**config.mk**
```make
export PLATFORM = sky130hd
export DESIGN_NAME = wb_port_arbiter
export DESIGN_NICKNAME = d
export VERILOG_FILES = /design/src/rtl/wb_port_arbiter.sv
export SDC_FILE = /design/constraint.sdc
export NUM_CORES = 1
export LEC_CHECK = 0
export BUFFER_PORTS_ARGS = -buffer_cell sky130_fd_sc_hd__buf_2
export CAP_MARGIN = 20
export CORE_UTILIZATION = 43
export CTS_CLUSTER_DIAMETER = 200
export DETAILED_ROUTE_END_ITERATION = 8
export GPL_ROUTABILITY_DRIVEN = 0
export PLACE_DENSITY_LB_ADDON = 0.08
export SYNTH_ARGS = -nofsm -noshare
export SYNTH_HDL_FRONTEND = slang
export SYNTH_SLANG_ARGS = --single-unit
```
**constraint.sdc**
```tcl
create_clock -name clk -period 2.4 [get_ports clk]
set_input_delay 0.36 -clock clk [delete_from_list [all_inputs] [get_ports clk]]
set_output_delay 0.36 -clock clk [all_outputs]
set_load 0.03 [all_outputs]
```
**src/rtl/wb_port_arbiter.sv**
```systemverilog
// Writeback port arbiter: ALU has priority, LSU/MDU share the port round-robin.
// An ALU issue hold is raised upstream after a run of denied LSU/MDU cycles.
module wb_port_arbiter #(
    parameter int XLEN         = 32,
    parameter int REG_AW       = 5,
    parameter int STARVE_LIMIT = 4
) (
    input  logic              clk,
    input  logic              reset,
    input  logic              flush,
    input  logic              alu_valid,
    input  logic [REG_AW-1:0] alu_rd,
    input  logic [XLEN-1:0]   alu_data,
    input  logic              lsu_valid,
    output logic              lsu_ready,
    input  logic [REG_AW-1:0] lsu_rd,
    input  logic [XLEN-1:0]   lsu_data,
    input  logic              mdu_valid,
    output logic              mdu_ready,
    input  logic [REG_AW-1:0] mdu_rd,
    input  logic [XLEN-1:0]   mdu_data,
    output logic              pipe_hold,
    output logic              wb_en,
    output logic [REG_AW-1:0] wb_rd,
    output logic [XLEN-1:0]   wb_data,
    output logic              err_alu_drop
);

    localparam logic [3:0] LIMIT_C = 4'(STARVE_LIMIT);

    logic              alu_req_s;
    logic              gnt_lsu_s;
    logic              gnt_mdu_s;
    logic              any_gnt_s;
    logic [REG_AW-1:0] sel_rd_s;
    logic [XLEN-1:0]   sel_data_s;
    logic [3:0]        cnt_inc_s;
    logic [3:0]        starve_nxt_s;
    logic              hold_nxt_s;
    logic [3:0]        starve_cnt_r;
    logic              rr_ptr_r;

    // Per-cycle grant: unmasked ALU first, then LSU/MDU round-robin
    always_comb begin
        alu_req_s = alu_valid & ~flush & ~pipe_hold;
        gnt_lsu_s = 1'b0;
        gnt_mdu_s = 1'b0;
        if (alu_req_s) begin
            gnt_lsu_s = 1'b0;
            gnt_mdu_s = 1'b0;
        end else if (lsu_valid && mdu_valid) begin
            gnt_lsu_s = ~rr_ptr_r;
            gnt_mdu_s = rr_ptr_r;
        end else begin
            gnt_lsu_s = lsu_valid;
            gnt_mdu_s = mdu_valid;
        end
    end

    // Winning source's write address and data
    always_comb begin
        any_gnt_s  = alu_req_s | gnt_lsu_s | gnt_mdu_s;
        sel_rd_s   = {REG_AW{1'b0}};
        sel_data_s = {XLEN{1'b0}};
        if (alu_req_s) begin
            sel_rd_s   = alu_rd;
            sel_data_s = alu_data;
        end else if (gnt_lsu_s) begin
            sel_rd_s   = lsu_rd;
            sel_data_s = lsu_data;
        end else if (gnt_mdu_s) begin
            sel_rd_s   = mdu_rd;
            sel_data_s = mdu_data;
        end else begin
            sel_rd_s   = {REG_AW{1'b0}};
            sel_data_s = {XLEN{1'b0}};
        end
    end

    // Starvation tracking; the hold cycle masks the ALU so the count always clears after it
    always_comb begin
        cnt_inc_s    = (starve_cnt_r == LIMIT_C) ? starve_cnt_r : starve_cnt_r + 4'd1;
        starve_nxt_s = 4'd0;
        hold_nxt_s   = 1'b0;
        if (flush || gnt_lsu_s || gnt_mdu_s || !(lsu_valid || mdu_valid)) begin
            starve_nxt_s = 4'd0;
            hold_nxt_s   = 1'b0;
        end else if (alu_req_s) begin
            starve_nxt_s = cnt_inc_s;
            hold_nxt_s   = (cnt_inc_s == LIMIT_C);
        end else begin
            starve_nxt_s = 4'd0;
            hold_nxt_s   = 1'b0;
        end
    end

    // Ready outputs follow the grant and are forced low while reset is asserted
    assign lsu_ready = gnt_lsu_s & reset;
    assign mdu_ready = gnt_mdu_s & reset;

    // Writeback bus, round-robin pointer, starvation state and sticky error
    always_ff @(posedge clk or negedge reset) begin
        if (!reset) begin
            wb_en        <= 1'b0;
            wb_rd        <= {REG_AW{1'b0}};
            wb_data      <= {XLEN{1'b0}};
            pipe_hold    <= 1'b0;
            err_alu_drop <= 1'b0;
            starve_cnt_r <= 4'd0;
            rr_ptr_r     <= 1'b0;
        end else begin
            wb_en <= any_gnt_s & (sel_rd_s != {REG_AW{1'b0}});
            if (any_gnt_s) begin
                wb_rd   <= sel_rd_s;
                wb_data <= sel_data_s;
            end else begin
                wb_rd   <= wb_rd;
                wb_data <= wb_data;
            end
            if (gnt_lsu_s) begin
                rr_ptr_r <= 1'b1;
            end else if (gnt_mdu_s) begin
                rr_ptr_r <= 1'b0;
            end else begin
                rr_ptr_r <= rr_ptr_r;
            end
            starve_cnt_r <= starve_nxt_s;
            pipe_hold    <= hold_nxt_s;
            err_alu_drop <= err_alu_drop | (alu_valid & pipe_hold & ~flush);
        end
    end

endmodule

```
==> flow_summary.json, run 1 <==
{
  "status": "completed",
  "slowest_stage": "dfrtp_1",
  "cts_resized": 0,
  "period_minus_slack_ps": 2187,
  "ys_ff_latch": 45,
  "route.detailed.drc": 0,
  "clk_path_buf_depth": 2,
  "arrival_ps": 1830,
  "max_freq_ghz": 0.4572,
  "slew_headroom_pct": 58.70,
  "cp.buffers_inverters": 1,
  "grt_pass1_vias": 2465,
  "wire_per_inst_um": 15.33,
  "power_mw": 2.105,
  "grt_pass1_wl_um": 11740,
  "core_um2": 5507,
  "n_antenna_cell": 0,
  "fin_skew_ps": 12.66,
  "place.port_buffers": 158,
  "synth_most_common_cell": "dfrtp_1",
  "htree_levels": 2,
  "fill_cells": 513,
  "overflow": 0,
  "avgSynthCellArea_um2": 9.729,
  "dr.pass1.iters": 4,
  "cp-start-kind": "flop",
  "p_leak_nw": 1.672,
  "rrSetupSlack_ps": 550,
  "ys_seq_area_share_pct": 45.57,
  "ios": 159,
  "r2r_end": "wb_data[29]$_DFFE_PN0P_",
  "start_util_pct": 44.88,
  "fp.dieH_um": 77.81,
  "period_share_pct": 91.13,
  "gr-usage-all-layers_pct": 24.71,
  "worst_slew_pin_slew_ps": 613.0,
  "drive_above_1_share_pct": 50.74,
  "viasPerCell": 5.221,
  "drt-total-wl_um": 7357,
  "yosysTopAreaCellShare_pct": 45.57,
  "antenna_found_initial": 0,
  "crit_family": "simple AND/OR/NAND/NOR gates",
  "synth_flop_cell": "dfrtp_1",
  "synth_area_um2": 2471,
  "synth_nets": 373,
  "synthArstFlopShare_pct": 100.0,
  "dpl.hpwl_um": 5371,
  "synthToLayoutAreaGrowth_pct": 38.28,
  "first_iter_violations": 155,
  "worst-r2r-cell-count": 5,
  "crit_start": "rr_ptr_r$_DFFE_PN0P_",
  "fin_nets": 526,
  "crit_end": "mdu_ready",
  "vdd_drop_max_uv": 389.7,
  "rows": 27,
  "drtAntennaViolNets": 0,
  "crit_fanout": 18,
  "clk_latency_ps": 310,
  "path_cells": "nand2b_1 > and3_4 > and2_1 > buf_2",
  "synthCells": 254,
  "cts_setup_buffers": 0,
  "slew_violations": 0,
  "clkSlewWorstSetupHoldPaths_ps": 100,
  "path_depth": 4,
  "critPathCaptureType": "output pin",
  "dieArea_um2": 6054,
  "die_x_um": 77.81,
  "worstReg2RegStart": "rr_ptr_r$_DFFE_PN0P_",
  "synth_top_area_cell": "dfrtp_1",
  "rsz0062_at_grt": "no",
  "grt_max_degree": 44,
  "cts_buffers": 5,
  "cts_tree": "done",
  "critPathRequiredTime_ps": 2040,
  "finalHoldViolations": 0,
  "multi_input_comb_area_um2": 1239,
  "synth-warning-count": 0,
  "synth_area_leaders": "dfrtp_1 (46%), a221oi_2 (18%), nand2_1 (6.2%), nor2_1 (6.1%), o21ai_1 (5.9%)",
  "fin_tns_setup_ps": 0,
  "hold_path.class": "input pin to flop",
  "synth_edf_count": 0,
  "power.density_nw_per_um2": 616.0,
  "root_buffer": "clkbuf_8",
  "maxCapViolations": 0,
  "setup_viol": 0,
  "num_vias": 2506,
  "seqCellArea_um2": 1126,
  "path_class": "flop to output pin",
  "cts_sinks": 45,
  "yosys-top-cells-count": "dfrtp_1 (45), nand2_1 (41), nor2_1 (40), a221oi_2 (29), o21ai_1 (29)",
  "cpPeakStageDelay_ps": 450,
  "synth_cell_type_count": 32
}
## through the flow
stage | hold slack (ps) | instances | utilization (%) | cell area [um2] | setup slack (ps)
5_1_grt | 287.3 | 480 | 62.05 | 3417 | 100.3
4_1_cts | 288.3 | 480 | 62.05 | 3417 | 191.7
2_1_floorplan | 64.41 | 254 | - | 2471 | 345.5
3_3_place_gp | 320.8 | 471 | 60.17 | 3313 | 481.0
3_5_place_dp | 318.2 | 471 | 60.17 | 3313 | 460.4
6_report | 294.0 | 480 | 62.05 | 3417 | 212.8
## power breakdown
part           total [mW]  switching, mW  internal, mW
Sequential          0.900         0.0523         0.848
Combinational       0.702          0.444         0.258
Clock               0.502          0.290         0.213
Total                2.11          0.786          1.32
## cell families after synthesis
logic type	share of synthesized area, %
and+or+nand+nor	17.01
AOI/OAI and AO/OA	30.79
DFF	45.57
buffers and inverters	5.266
adders and majority gates	1.012
xor gates and xnor gates	0.3545
## sequential cells by signal, summed over array words and instances (netlist names)
| signal | cells |
|---|---|
| rr_ptr_r | 1 |
| pipe_hold | 1 |
| wb_en | 1 |
| err_alu_drop | 1 |
| wb_data | 32 |
| starve_cnt_r | 4 |
| wb_rd | 5 |
## repair_timing
action,in CTS,in global routing
setup endpoints to repair,0,0
endpoints found under the hold margin,16,0
hold buffers,1,0
## cells in the final DEF, fill, tap and decap left out, drive strengths merged, types with 2 or more instances in the layout
master	n
a21o	3
a21oi	5
a221oi	32
a32oi	5
and3	2
buf	165
clkbuf	5
dfrtp	45
ha	2
inv	6
nand2	41
nand2b	2
nand3	2
nand3b	2
nor2	40
nor3	2
o21ai	37
## worst min-delay path, cell delays in order
cell and delay (ps):
buf_2 80, nor2_1 30, o21ai_1 100
## per-layer routing
layer	vias to the layer above	GRT usage [%]	part of all wire (%)
met5	-	0	0
met1	1167	30.43	43
met3	11	3.529	5.5
met2	97	43.36	49
met4	0	9.623	2.0
li1	1231	-	-
## worst min path at each step
stage                             from                       to  slack (ps)  depth (start not counted)
after floorplan                  reset   err_alu_drop$_DFF_PN0_          60                          0
after global placement           reset   err_alu_drop$_DFF_PN0_         320                          1
after detailed placement         reset   err_alu_drop$_DFF_PN0_         320                          1
after CTS                    alu_rd[1]     wb_rd[1]$_DFFE_PN0P_         290                          3
after global routing         alu_rd[1]     wb_rd[1]$_DFFE_PN0P_         290                          3
final                     alu_data[23]  wb_data[23]$_DFFE_PN0P_         290                          3
## layout make-up
class                      instances  area share, %
multi-input combinational        185          36.25
sequential                        45          32.95
timing repair buffer             166          24.97
tap                               72          2.636
clock buffer                       5          2.014
clock inverter                     3         0.7323
inverter                           4         0.4394
No activity file was read; power rests on OpenSTA's default activity.
==> run 2: changes to the inputs <==
- CELL_PAD_IN_SITES_DETAIL_PLACEMENT: default -> 1
- CELL_PAD_IN_SITES_GLOBAL_PLACEMENT: default -> 1
- CORE_UTILIZATION: 43 -> 30
==> run 2 against run 1 <==
Clock power down 4%. Flip-flop and latch count stayed put. First-iteration DRC count fell by 62%. Largest power group unchanged.
==> flow_summary.json, run 2 (synthesized netlist as in run 1, its figures left out) <==
{
  "status": "completed",
  "core_um2": 7848,
  "layout_commonest_cell": "buf_2",
  "root_buffer": "clkbuf_8",
  "dpl.hpwl_um": 6228,
  "slowest_stage": "and3_4",
  "period_share_pct": 91.50,
  "top_regs": "wb_data x32, wb_rd x5, starve_cnt_r x4",
  "cts_setup_buffers": 0,
  "wire_per_inst_um": 16.21,
  "clk_path_buf_depth": 2,
  "drt-total-wl_um": 8251,
  "rsz0062_at_grt": "no",
  "vdd_drop_max_uv": 296.2,
  "die_x_um": 92.76,
  "grt_max_degree": 44,
  "cts_tree": "done",
  "p_seq_share_pct": 43.0,
  "fin_tns_setup_ps": 0,
  "hold_path.class": "input pin to asynchronous set/reset pin",
  "cts_sinks": 45,
  "gr-usage-all-layers_pct": 19.29,
  "finalHoldViolations": 0,
  "overflow": 0,
  "fin_nets": 526,
  "crit_fanout": 21,
  "grt_pass1_vias": 2621,
  "fp.dieH_um": 92.76,
  "p_leak_nw": 1.672,
  "antenna_found_initial": 1,
  "drtAntennaViolNets": 0,
  "clkSlewWorstSetupHoldPaths_ps": 90,
  "place.port_buffers": 158,
  "grt_pass1_wl_um": 13050,
  "cts_resized": 0,
  "cpPeakStageDelay_ps": 470,
  "comb_power_share_pct": 34.0,
  "htree_levels": 2,
  "path_class": "flop to output pin",
  "p_switching_mw": 0.7542,
  "largest_reg_flops": 32,
  "most-common-layout-cells": "buf_2 (158), dfrtp_1 (45), nand2_1 (41)",
  "setup_viol": 0,
  "cp-start-kind": "flop",
  "cts_buffers": 5,
  "worst_slew_pin_slew_ps": 698.3,
  "critPathCaptureType": "output pin",
  "critPathRequiredTime_ps": 2040,
  "synthToLayoutAreaGrowth_pct": 39.39,
  "ios": 159,
  "viasPerCell": 5.031,
  "dr.pass1.iters": 4,
  "num_vias": 2561,
  "postCtsHoldBufs": 0,
  "fin_skew_ps": 8.223,
  "worst_slack_ps": 203.9,
  "max_freq_ghz": 0.4554,
  "clk_latency_ps": 290,
  "arrival_ps": 1840,
  "slew_headroom_pct": 52.96,
  "power_switching_share_pct": 36.10,
  "cp.buffers_inverters": 1,
  "period_minus_slack_ps": 2196,
  "first_iter_violations": 59,
  "dp_slack_ps": 439.3,
  "drive_above_1_share_pct": 50.61,
  "p_clk_share_pct": 23.1,
  "power.density_nw_per_um2": 606.6,
  "slew_violations": 0,
  "maxCapViolations": 0,
  "regMostFlops": "wb_data",
  "route.detailed.drc": 0,
  "n_antenna_cell": 0,
  "crit_family": "simple AND/OR/NAND/NOR gates",
  "path_cells": "nand2b_1 > and3_4 > and2_1 > buf_2",
  "dieArea_um2": 8604,
  "start_util_pct": 31.49,
  "rows": 32,
  "p_int_mw": 1.335
}
-- run 2: final timing paths --
path / start / endpoint / slack, ps / depth (start not counted)
max: rr_ptr_r$_DFFE_PN0P_ / mdu_ready / 200 / 4
min: reset / wb_rd[3]$_DFFE_PN0P_ / 100 / 2
max reg2reg: pipe_hold$_DFF_PN0_ / wb_data[1]$_DFFE_PN0P_ / 530 / 5
min reg2reg: wb_data[2]$_DFFE_PN0P_ / wb_data[2]$_DFFE_PN0P_ / 480 / 2
max in group asynchronous: reset / wb_data[16]$_DFFE_PN0P_ / 2000 / 2
min in group clk: alu_rd[1] / wb_rd[1]$_DFFE_PN0P_ / 310 / 3
-- run 2: per-layer routing --
metal	routed length [um]	global-route usage [%]	vias to the layer above
met4	43	3.846	2
met2	4139	34.68	100
met3	618	4.433	4
met5	13	0	-
li1	-	-	1226
met1	3436	23.40	1229
-- run 2: layout make-up --
class,count,area [um2]
Timing Repair Buffer,166,850.8
Multi-Input combinational cell,185,1239
Fill cell,983,4403
Sequential cell,45,1126
Clock buffer,7,86.33
Tap cell,102,127.6
Inverter,4,15.01
-- run 2: power by group through the flow --
| stage | Sequential, mW | Combinational, mW | Clock, mW |
|---|---|---|---|
| 2_1_floorplan | 1.09 | 0.262 | 0 |
| 3_3_place_gp | 0.910 | 0.710 | 0 |
| 5_1_grt | 0.910 | 0.769 | 0.542 |
| 4_1_cts | 0.898 | 0.720 | 0.501 |
| 3_5_place_dp | 0.913 | 0.719 | 0 |
| 6_report | 0.898 | 0.710 | 0.482 |
-- run 2: per-stage QoR --
stage	hold slack, ps	util [%]	cells	instance area (um2)	total power, mW
4_1_cts	103.3	43.89	509	3445	2.119
3_5_place_dp	425.3	42.79	502	3358	1.632
3_3_place_gp	448.7	42.79	502	3358	1.620
5_1_grt	116.6	43.89	509	3445	2.221
6_report	99.48	43.89	509	3445	2.089
2_1_floorplan	64.41	-	254	2471	1.347
==> run 3: changes to the inputs <==
- CORE_MARGIN: default -> 5
- SETUP_SLACK_MARGIN: default -> 0.4
==> run 3 against run 2 <==
Flip-flop and latch count unchanged. Largest cell class unchanged. Largest power group unchanged. Critical endpoint unchanged. Combinational power up 5.8%. Sequential share of layout area down 1.3 points. Non-clock buffer count up 6. Critical path depth is the same. Count of clock-buffer cells in the layout unchanged.
==> flow_summary.json, run 3 (synthesized netlist as in run 1, its figures left out) <==
{
  "multi_input_comb_area_um2": 1257,
  "hold_path.class": "input pin to flop",
  "critPathCaptureType": "output pin",
  "antenna_found_initial": 0,
  "dieArea_um2": 10150,
  "grt_max_degree": 36,
  "fin_tns_setup_ps": 0,
  "drtAntennaViolNets": 0,
  "cts_tree": "done",
  "start_util_pct": 30.38,
  "cp-start-kind": "flop",
  "fin_nets": 533,
  "critPathRequiredTime_ps": 2040,
  "status": "completed",
  "gr-usage-all-layers_pct": 17.91,
  "stdcell_count": 519,
  "most-common-layout-cells": "buf_2 (155), dfrtp_1 (44), nand2_1 (41)",
  "dpl.hpwl_um": 6529,
  "fp.dieH_um": 100.8,
  "route.detailed.drc": 0,
  "synthToLayoutAreaGrowth_pct": 45.42,
  "htree_levels": 2,
  "period_share_pct": 83.20,
  "worst_slew_pin_slew_ps": 800.8,
  "drive_above_1_share_pct": 52.17,
  "overflow": 0,
  "fill_cells": 1010,
  "power_mw": 2.122,
  "regMostFlops": "wb_data",
  "crit_fanout": 4,
  "clk_latency_ps": 290,
  "grt_pass1_wl_um": 14040,
  "arrival_ps": 1640,
  "setup_viol": 0,
  "period_minus_slack_ps": 1997,
  "path_class": "flop to output pin",
  "top_regs": "wb_data x32, wb_rd x5, starve_cnt_r x4",
  "num_vias": 2532,
  "core_um2": 8134,
  "viasPerCell": 4.879,
  "slew_violations": 0,
  "grt_pass1_vias": 2727,
  "n_antenna_cell": 0,
  "power.density_nw_per_um2": 590.5,
  "clkSlewWorstSetupHoldPaths_ps": 90,
  "place.port_buffers": 158,
  "dp.cells": 504,
  "dr.pass1.iters": 4,
  "max_freq_ghz": 0.5008,
  "slew_headroom_pct": 46.44,
  "fin_skew_ps": 10.49,
  "layout_commonest_cell": "buf_2",
  "seqCellArea_um2": 1127,
  "maxCapViolations": 0,
  "ios": 159,
  "cts_buffers": 5,
  "p_leak_nw": 1.746,
  "rows": 33,
  "vdd_drop_max_uv": 199.7,
  "largest_reg_flops": 32,
  "finalHoldViolations": 0,
  "clk_path_buf_depth": 2,
  "root_buffer": "clkbuf_8",
  "first_iter_violations": 31,
  "rsz0062_at_grt": "yes",
  "drt-total-wl_um": 9163,
  "wire_per_inst_um": 17.66,
  "cts_sinks": 45,
  "die_x_um": 100.8
}
-- run 3: cell count changes in the layout (fill, tap and decap cells not counted), moves of 2 or more --
| cell | before | now |
|---|---|---|
| buf_6 | 0 | 2 |
| buf_4 | 8 | 10 |
| buf_2 | 158 | 155 |
| bufbuf_16 | 0 | 2 |
-- run 3: timing repair --
action,CTS,global route
pin swaps,2,1
hold buffers,1,0
buffers inserted,4,0
endpoints found under the hold margin,10,0
endpoints found under the setup margin,2,20
cloned,3,0
gates resized for setup,8,3
-- run 3: critical path, cell delays in order (launching register included) --
cell and delay (ps):
dfrtp_2 440, or3b_4 410, and3_4 220, and2_4 150
buf_6 130
-- run 3: cell type report --
| type | count | share of cell area (%) |
|---|---|---|
| clock buffers | 7 | 2.403 |
| repair buffers | 172 | 27.16 |
| flip-flops and latches | 45 | 31.37 |
| inverters | 4 | 0.4178 |
| well taps | 105 | 3.656 |
| multi-input cells | 186 | 34.99 |
-- run 3: per-layer routing --
layer | wire length (um) | up-vias | GRT usage, %
li1 | - | 1245 | -
met1 | 3850 | 1195 | 22.38
met2 | 4580 | 88 | 31.54
met3 | 626 | 4 | 3.875
met4 | 104 | 0 | 3.834
met5 | 0 | - | 0
-- run 3: path summary, 6_finish.rpt --
check	from	end	slack (ps)	cells past startpoint
max reg2reg	pipe_hold$_DFF_PN0_	wb_data[31]$_DFFE_PN0P_	440	6
min	alu_data[8]	wb_data[8]$_DFFE_PN0P_	310	3
min reg2reg	wb_data[26]$_DFFE_PN0P_	wb_data[26]$_DFFE_PN0P_	480	2
max in group asynchronous	reset	pipe_hold$_DFF_PN0_	1160	3
min in group asynchronous	reset	wb_rd[1]$_DFFE_PN0P_	510	2
max	pipe_hold$_DFF_PN0_	mdu_ready	400	4
-- run 3: stage by stage --
stage	area [um2]	utilization, %	setup WS (ps)	hold slack (ps)
after global placement	3358	41.29	386.2	268.2
after global routing	3593	44.18	365.4	306.1
after floorplan	2475	-	455.9	64.41
after detailed placement	3358	41.29	341.7	265.6
after CTS	3583	44.05	363.6	305.4
final	3593	44.18	403.2	314.5
-- run 3: power by group --
| group | leakage, nW | internal (mW) | switching (mW) |
|---|---|---|---|
| clock network | 0.0443 | 0.229 | 0.246 |
| registers | 0.539 | 0.848 | 0.0485 |
| logic | 1.16 | 0.286 | 0.465 |
| total | 1.75 | 1.36 | 0.759 |
